==> src/rtl/df_mac_sequencer_pkg.sv <==
// Shared definitions for the time-multiplexed FIR MAC sequencer.
// Latency: n/a (types and constants only).
// Backpressure: n/a.
package df_mac_sequencer_pkg;

   localparam int TAPS_DEF   = 4;
   localparam int DATA_W_DEF = 8;
   localparam int COEF_W_DEF = 3;

   // Encodings are shared with the filter top level, so they are pinned explicitly.
   typedef enum logic [1:0] {
      IDLE = 2'd0,
      MAC  = 2'd1,
      DONE = 2'd2
   } state_t;

   // Sum of TAPS unsigned DATA_W products never exceeds this width.
   function automatic int acc_width(input int taps, input int data_w);
      return data_w + $clog2(taps);
   endfunction

endpackage

==> src/rtl/df_mac_sequencer_if.sv <==
// Bundles the sample, config, shared-multiplier and result ports of the sequencer.
// Latency: n/a (wires only).
// Backpressure: in_valid/in_ready and out_valid/out_ready handshakes.
// Ports: in_* sample stream, cfg_* coef writes, mul_* shared multiplier, out_* result, busy.
interface df_mac_sequencer_if
   import df_mac_sequencer_pkg::*;
#(
   parameter int TAPS   = TAPS_DEF,
   parameter int DATA_W = DATA_W_DEF,
   parameter int COEF_W = COEF_W_DEF
);
   localparam int ACC_W = acc_width(TAPS, DATA_W);
   localparam int AW    = $clog2(TAPS);

   logic              in_valid;
   logic              in_ready;
   logic [DATA_W-1:0] in_data;
   logic              cfg_we;
   logic [AW-1:0]     cfg_addr;
   logic [COEF_W-1:0] cfg_coef;
   logic [COEF_W-1:0] mul_coef;
   logic [DATA_W-1:0] mul_data;
   logic [DATA_W-1:0] mul_out;
   logic              out_valid;
   logic              out_ready;
   logic [ACC_W-1:0]  out_data;
   logic              busy;

   // Sequencer side.
   modport master (
      input  in_valid, in_data, cfg_we, cfg_addr, cfg_coef, mul_out, out_ready,
      output in_ready, mul_coef, mul_data, out_valid, out_data, busy
   );

   // Environment side: sample source, config, multiplier and output stage.
   modport slave (
      output in_valid, in_data, cfg_we, cfg_addr, cfg_coef, mul_out, out_ready,
      input  in_ready, mul_coef, mul_data, out_valid, out_data, busy
   );

endinterface

==> src/rtl/df_delay_line.sv <==
// TAPS-deep sample shift register with a tap-indexed read mux.
// Latency: shift takes effect on the enabling edge; read is combinational.
// Backpressure: none; shifts whenever shift_en is high.
// Ports: clk, rst_n, shift_en, din (new x[0]), rd_idx (tap), rd_data (x[rd_idx]).
module df_delay_line #(
   parameter int TAPS   = 4,
   parameter int DATA_W = 8
) (
   input  logic                    clk,
   input  logic                    rst_n,
   input  logic                    shift_en,
   input  logic [DATA_W-1:0]       din,
   input  logic [$clog2(TAPS)-1:0] rd_idx,
   output logic [DATA_W-1:0]       rd_data
);

   logic [DATA_W-1:0] x [TAPS];

   always_ff @(posedge clk or negedge rst_n) begin
      if (!rst_n) begin
         for (int i = 0; i < TAPS; i++) x[i] <= '0;
      end else if (shift_en) begin
         x[0] <= din;
         for (int i = 1; i < TAPS; i++) x[i] <= x[i-1];
      end
   end

   // TAPS is a power of two, so every rd_idx value addresses a real tap.
   assign rd_data = x[rd_idx];

endmodule

==> src/rtl/df_mac_sequencer.sv <==
// FIR controller stepping one shared multiplier through all taps per sample.
// Latency: accept edge T, MAC on edges T+1..T+TAPS, out_valid from edge T+TAPS.
// Backpressure: out_ready low parks in DONE with in_ready low; nothing is dropped.
// Ports: clk, rst_n, bus (df_mac_sequencer_if.master).
module df_mac_sequencer
   import df_mac_sequencer_pkg::*;
#(
   parameter int TAPS   = TAPS_DEF,
   parameter int DATA_W = DATA_W_DEF,
   parameter int COEF_W = COEF_W_DEF
) (
   input  logic                 clk,
   input  logic                 rst_n,
   df_mac_sequencer_if.master   bus
);

   localparam int ACC_W = acc_width(TAPS, DATA_W);
   localparam int AW    = $clog2(TAPS);
   localparam logic [AW-1:0] K_LAST = AW'(TAPS - 1);

   state_t            state, state_nxt;
   logic [AW-1:0]     k;
   logic [ACC_W-1:0]  acc;
   logic [COEF_W-1:0] shadow [TAPS];
   logic [COEF_W-1:0] active [TAPS];
   logic [DATA_W-1:0] tap_data;
   logic              accept;

   logic              in_ready_c, out_valid_c, busy_c;
   logic [COEF_W-1:0] mul_coef_c;
   logic [DATA_W-1:0] mul_data_c;

   assign accept = (state == IDLE) && bus.in_valid;

   df_delay_line #(
      .TAPS   (TAPS),
      .DATA_W (DATA_W)
   ) u_delay_line (
      .clk      (clk),
      .rst_n    (rst_n),
      .shift_en (accept),
      .din      (bus.in_data),
      .rd_idx   (k),
      .rd_data  (tap_data)
   );

   always_ff @(posedge clk or negedge rst_n) begin
      if (!rst_n) state <= IDLE;
      else        state <= state_nxt;
   end

   // Multiplier operands are forced to zero outside MAC so the shared
   // multiplier does not toggle on idle cycles.
   always_comb begin
      state_nxt   = state;
      in_ready_c  = 1'b0;
      out_valid_c = 1'b0;
      busy_c      = 1'b0;
      mul_coef_c  = '0;
      mul_data_c  = '0;
      case (state)
         IDLE: begin
            in_ready_c = 1'b1;
            if (bus.in_valid) state_nxt = MAC;
         end
         MAC: begin
            busy_c     = 1'b1;
            mul_coef_c = active[k];
            mul_data_c = tap_data;
            if (k == K_LAST) state_nxt = DONE;
         end
         DONE: begin
            busy_c      = 1'b1;
            out_valid_c = 1'b1;
            if (bus.out_ready) state_nxt = IDLE;
         end
         default: state_nxt = IDLE;
      endcase
   end

   // The active bank is latched from the old shadow value at acceptance, so a
   // cfg write in that same cycle only reaches the following sample.
   always_ff @(posedge clk or negedge rst_n) begin
      if (!rst_n) begin
         for (int i = 0; i < TAPS; i++) begin
            shadow[i] <= '0;
            active[i] <= '0;
         end
         k   <= '0;
         acc <= '0;
      end else begin
         if (bus.cfg_we) shadow[bus.cfg_addr] <= bus.cfg_coef;
         if (accept) begin
            for (int i = 0; i < TAPS; i++) active[i] <= shadow[i];
            k   <= '0;
            acc <= '0;
         end else if (state == MAC) begin
            k   <= k + 1'b1;
            acc <= acc + ACC_W'(bus.mul_out);
         end
      end
   end

   assign bus.in_ready  = in_ready_c;
   assign bus.out_valid = out_valid_c;
   assign bus.out_data  = acc;
   assign bus.busy      = busy_c;
   assign bus.mul_coef  = mul_coef_c;
   assign bus.mul_data  = mul_data_c;

endmodule

==> src/flat_wrapper.sv <==
// flat-port wrapper written by rule: the top's interface ports become plain ports
module df_mac_sequencer_flat import df_mac_sequencer_pkg::*;
#(
   parameter int TAPS   = TAPS_DEF,
   parameter int DATA_W = DATA_W_DEF,
   parameter int COEF_W = COEF_W_DEF
)
  (clk, rst_n, bus_in_valid, bus_in_data, bus_cfg_we, bus_cfg_addr, bus_cfg_coef, bus_mul_out, bus_out_ready, bus_in_ready, bus_mul_coef, bus_mul_data, bus_out_valid, bus_out_data, bus_busy);
  df_mac_sequencer_if #(.TAPS(TAPS), .DATA_W(DATA_W), .COEF_W(COEF_W)) bus_i ();
  input  logic clk;
  input  logic rst_n;
  input wire logic [$bits(bus_i.in_valid)-1:0] bus_in_valid;
  input wire logic [$bits(bus_i.in_data)-1:0] bus_in_data;
  input wire logic [$bits(bus_i.cfg_we)-1:0] bus_cfg_we;
  input wire logic [$bits(bus_i.cfg_addr)-1:0] bus_cfg_addr;
  input wire logic [$bits(bus_i.cfg_coef)-1:0] bus_cfg_coef;
  input wire logic [$bits(bus_i.mul_out)-1:0] bus_mul_out;
  input wire logic [$bits(bus_i.out_ready)-1:0] bus_out_ready;
  output wire logic [$bits(bus_i.in_ready)-1:0] bus_in_ready;
  output wire logic [$bits(bus_i.mul_coef)-1:0] bus_mul_coef;
  output wire logic [$bits(bus_i.mul_data)-1:0] bus_mul_data;
  output wire logic [$bits(bus_i.out_valid)-1:0] bus_out_valid;
  output wire logic [$bits(bus_i.out_data)-1:0] bus_out_data;
  output wire logic [$bits(bus_i.busy)-1:0] bus_busy;
  assign bus_i.in_valid = bus_in_valid;
  assign bus_i.in_data = bus_in_data;
  assign bus_i.cfg_we = bus_cfg_we;
  assign bus_i.cfg_addr = bus_cfg_addr;
  assign bus_i.cfg_coef = bus_cfg_coef;
  assign bus_i.mul_out = bus_mul_out;
  assign bus_i.out_ready = bus_out_ready;
  assign bus_in_ready = bus_i.in_ready;
  assign bus_mul_coef = bus_i.mul_coef;
  assign bus_mul_data = bus_i.mul_data;
  assign bus_out_valid = bus_i.out_valid;
  assign bus_out_data = bus_i.out_data;
  assign bus_busy = bus_i.busy;
  df_mac_sequencer #(.TAPS(TAPS), .DATA_W(DATA_W), .COEF_W(COEF_W)) u_core (.clk(clk), .rst_n(rst_n), .bus(bus_i));
endmodule
==> config.mk <==
export PLATFORM = sky130hd
export DESIGN_NAME = df_mac_sequencer_flat
export DESIGN_NICKNAME = d
export VERILOG_FILES = /design/src/rtl/df_mac_sequencer_pkg.sv /design/src/rtl/df_mac_sequencer_if.sv /design/src/rtl/df_delay_line.sv /design/src/rtl/df_mac_sequencer.sv /design/src/flat_wrapper.sv
export SDC_FILE = /design/constraint.sdc
export NUM_CORES = 1
export LEC_CHECK = 0
export CAP_MARGIN = 25
export CELL_PAD_IN_SITES_DETAIL_PLACEMENT = 1
export CELL_PAD_IN_SITES_GLOBAL_PLACEMENT = 2
export CORE_MARGIN = 2
export CORE_UTILIZATION = 33
export CTS_CLUSTER_DIAMETER = 60
export DETAILED_ROUTE_END_ITERATION = 12
export PLACE_DENSITY = 0.72
export SLEW_MARGIN = 20
export SYNTH_ARGS = -nofsm -noshare
export SYNTH_HDL_FRONTEND = slang
export SYNTH_HIERARCHICAL = 1
export SYNTH_SLANG_ARGS = --single-unit
==> constraint.sdc <==
create_clock -name clk -period 1.96 [get_ports clk]
set_input_delay 0.392 -clock clk [delete_from_list [all_inputs] [get_ports clk]]
set_output_delay 0.392 -clock clk [all_outputs]
set_load 0.02 [all_outputs]
==> qor.csv <==
stage,metric,value,unit
run_status,outcome,"finished, violations left",
run_status,failing checks,setup timing,
setup_path,Crit Path Max Fanout,5,
sta,final worst slack,-0.132,ns
power_and_ir_drop,Power Total,0.00752,W
sta,Slew headroom,74.7,%
synthesis,Syn Nets,309,
synthesis,Synth async-reset ratio,100,%
sta,pins over their slew limit,0,
die,Die Y,106,µm
setup_path,max incr delay on CP,0.51,ns
synthesis,count of cell types in the netlist,37,
power_and_ir_drop,leakage power,2.04,nW
job,max cap viols,0,
synthesis,largest family of logic cells by synthesized area,multiplexers,
route,via density per instance,4.73,
cells_and_area,P&R area growth vs syn,32.0,%
die,Core Area,0.0102,mm²
global_routing,vias in the first global route,2521,
cells_and_area,Multi-input gate area,0.00161,mm²
synthesis,Post-synth EDFFs,0,
synthesis,Syn Inst Count,270,
route,final wirelength,7010,µm
synthesis,xor and xnor area share after synthesis,1.28,%
cts,CTS tree,yes,
route,Initial DRC Count,31,
placed_design,number of port buffers,49,
sta,f_max,0.478,GHz
global_routing,initial antenna violation count,0,
die,x dimension of the die,106,µm
route,DRT Pass-1 Iters,3,
placed_design,HPWL Detailed,5030,µm
synthesis,Most used DFF post-synth,dfrtp_1,
synthesis,post-synthesis sequential area ratio,51.0,%
cts,clock root buffer,clkbuf_8,
sta,Period minus WS final,2.09,ns
placed_design,routability cong.,0.730,
setup_path,CP Class,reg2out,
global_routing,GRT overflow,0,
setup_path,Worst setup EP type,output port,
route,Vias,2292,
cts,clock-pin slew on the worst setup and hold paths,0.08,ns
sta,RSZ-0062 raised after global routing,true,
setup_path,ordered list of cells on the worst path,"buf_6, mux4_2, and2_4, buf_6",
cts,Inserted Clock Buffers,9,
cells_and_area,register area,0.00175,mm²
setup_path,Required @ worst endpoint,1.57,ns
global_routing,Tot GR Track Use,13.8,%
sta,final setup vio count,11,
cts,# hold bufs at CTS,0,
cts,clk buf depth,2,
route,DRC Markers,0,
sta,clock skew,0.0105,ns
cells_and_area,share of cells above drive strength 1,37.5,%
synthesis,mux contribution to synthesized area,24.2,%
cells_and_area,fin area,0.00453,mm²
die,I/O pins,50,
global_routing,first-pass GRT wire length,12100,µm
synthesis,synthesized flop and latch total,70,
die,Rows,37,
power_and_ir_drop,Power Dens Cells,1660,mW/mm²
synthesis,post-synthesis simple-gate area fraction,10.5,%
synthesis,Adder-Cell Fraction of Synth Area,4.95,%
setup_path,cell mode on critical path,buf_6,
cells_and_area,diodes inserted,0,
cts,H-tree Lvls,3,
synthesis,compound-cell area share of the yosys netlist,4.15,%
die,Initial Util,33.6,%
route,wire length per cell,14.5,µm
power_and_ir_drop,maximum resistive drop on vdd,482,µV
sta,Slew @ Worst Pin,0.380,ns
placed_design,area post-placement,0.00423,mm²
route,ANT nets after route,0,
setup_path,Buf/Inv on CP,2,
cells_and_area,Util after Layout,44.3,%
cells_and_area,fillers,1097,
setup_path,Top delay family on crit path,multiplexers,
placed_design,"worst slack, placed",-0.386,ns
die,DIE AREA,0.0112,mm²
synthesis,YS warnings,6,
cts,clock sink count,70,
worst_hold_path,Worst Hold Class,in2async,
sta,crit share post-route,107,%
setup_path,Crit-path slowest cell,mux4_2,
cts,Worst-Skew Late Latency,0.34,ns
synthesis,synthesized area per cell,12.7,µm²
setup_path,WP data arrival,1.70,ns
synthesis,synthesized area,0.00343,mm²
global_routing,largest net degree at the start of global routing,71,
setup_path,Startpoint Class,register,
cells_and_area,Final #Nets,384,
sta,"Hold Vio Cnt, Final",0,
## cell usage in the layout (no fill, tap or decap), types with 3 or more instances in the layout
master / n
mux2i_1: 7
buf_6: 14
dfrtp_1: 70
mux4_2: 11
ha_1: 8
nand2_1: 43
mux2_2: 43
xnor2_1: 3
buf_12: 4
buf_4: 20
nor2_1: 9
dlygate4sd2_1: 3
nor3_1: 3
inv_1: 7
o21ai_0: 5
ha_2: 3
clkdlybuf4s50_1: 33
and2_4: 11
a21oi_1: 4
clkbuf_8: 9
## power breakdown
group	internal [W]	switching, W
Clock	0.000710	0.000549
Sequential	0.00208	0.000393
Combinational	0.00215	0.00163
Total	0.00495	0.00257
## area by class of cell
type | count | share of cell area (%)
sequential | 70 | 38.6
clock buffer | 9 | 2.73
clock inverter | 6 | 1.90
multi-input combinational | 180 | 35.5
timing repair buffer | 76 | 16.8
tap | 136 | 3.75
inverter | 8 | 0.662
## sequential cells by signal, indices dropped and copies added, names as in the netlist
name and flops:
u_core/bus.out_data 10, u_core/k 2, u_core/shadow 12, u_core/state 2
u_core/active 12, u_core/u_delay_line/x 32
## layer usage
layer  part of all wire, %  track usage, %
met1                    45            17.3
met2                    51            23.5
met3                   2.6            2.39
met4                   1.5            5.64
met5                     0               0
## stage by stage
stage	setup TNS (ns)	hold WS (ns)	std cells
after floorplan	0	0.0964	270
after global placement	-3.55	0.449	469
after detailed placement	-3.70	0.447	469
after CTS	-1.67	0.0701	484
after global routing	-1.99	0.0643	485
final	-1.07	0.0598	485
## timing repair
| action | 4_1_cts | 5_1_grt |
|---|---|---|
| endpoints found under the setup margin | 15 | 15 |
| resized for setup | 78 | 12 |
| setup buffers | 0 | 1 |
| pin swaps | 9 | 7 |
## Yosys cell counts, types with 2 or more instances
cell type / count / area (µm²)
dfrtp_1: 70 / 1750
mux2_2: 43 / 484
nand2_1: 43 / 161
ha_1: 12 / 150
and2_1: 11 / 68.8
mux4_2: 11 / 248
nor2_1: 9 / 33.8
inv_1: 8 / 30.0
mux2i_1: 7 / 70.1
o21ai_0: 6 / 30.0
a21oi_1: 4 / 20.0
clkbuf_8: 4 / 55.1
clkbuf_1: 3 / 11.3
nor3_1: 3 / 15.0
xnor2_1: 3 / 26.3
a21o_1: 2 / 15.0
a21o_2: 2 / 17.5
a31oi_1: 2 / 12.5
buf_6: 2 / 22.5
clkbuf_2: 2 / 10.0
mux2_4: 2 / 30.0
nand2b_1: 2 / 12.5
nand3_1: 2 / 10.0
nand3b_1: 2 / 15.0
nor3b_1: 2 / 15.0
xor2_1: 2 / 17.5
## cell families after synthesis
kind of cell | count (synthesis)
buffers and inverters | 20
AO/OA/AOI/OAI | 21
multiplexers | 63
AND/OR/NAND/NOR | 78
adder cells (fa/ha/maj) | 13
XOR/XNOR | 5
flip-flops | 70
## final timing paths
| check | endpoint | startpoint | slack [ns] | cells past startpoint |
|---|---|---|---|---|
| worst min register to register | u_core/active[8] | u_core/shadow[8] | 0.46 | 2 |
| min in group clk | u_core/active[8] | u_core/shadow[8] | 0.46 | 2 |
| worst min-delay path | u_core/u_delay_line/x[26] | rst_n | 0.06 | 2 |
| max in group asynchronous | u_core/active[2] | rst_n | 1.59 | 2 |
| worst max register to register | u_core/bus.out_data[8] | u_core/bus.out_data[0] | 0.12 | 7 |
| worst max-delay path | bus_mul_coef[0] | u_core/k[0] | -0.13 | 4 |
Power figures use the tool's default switching activity.
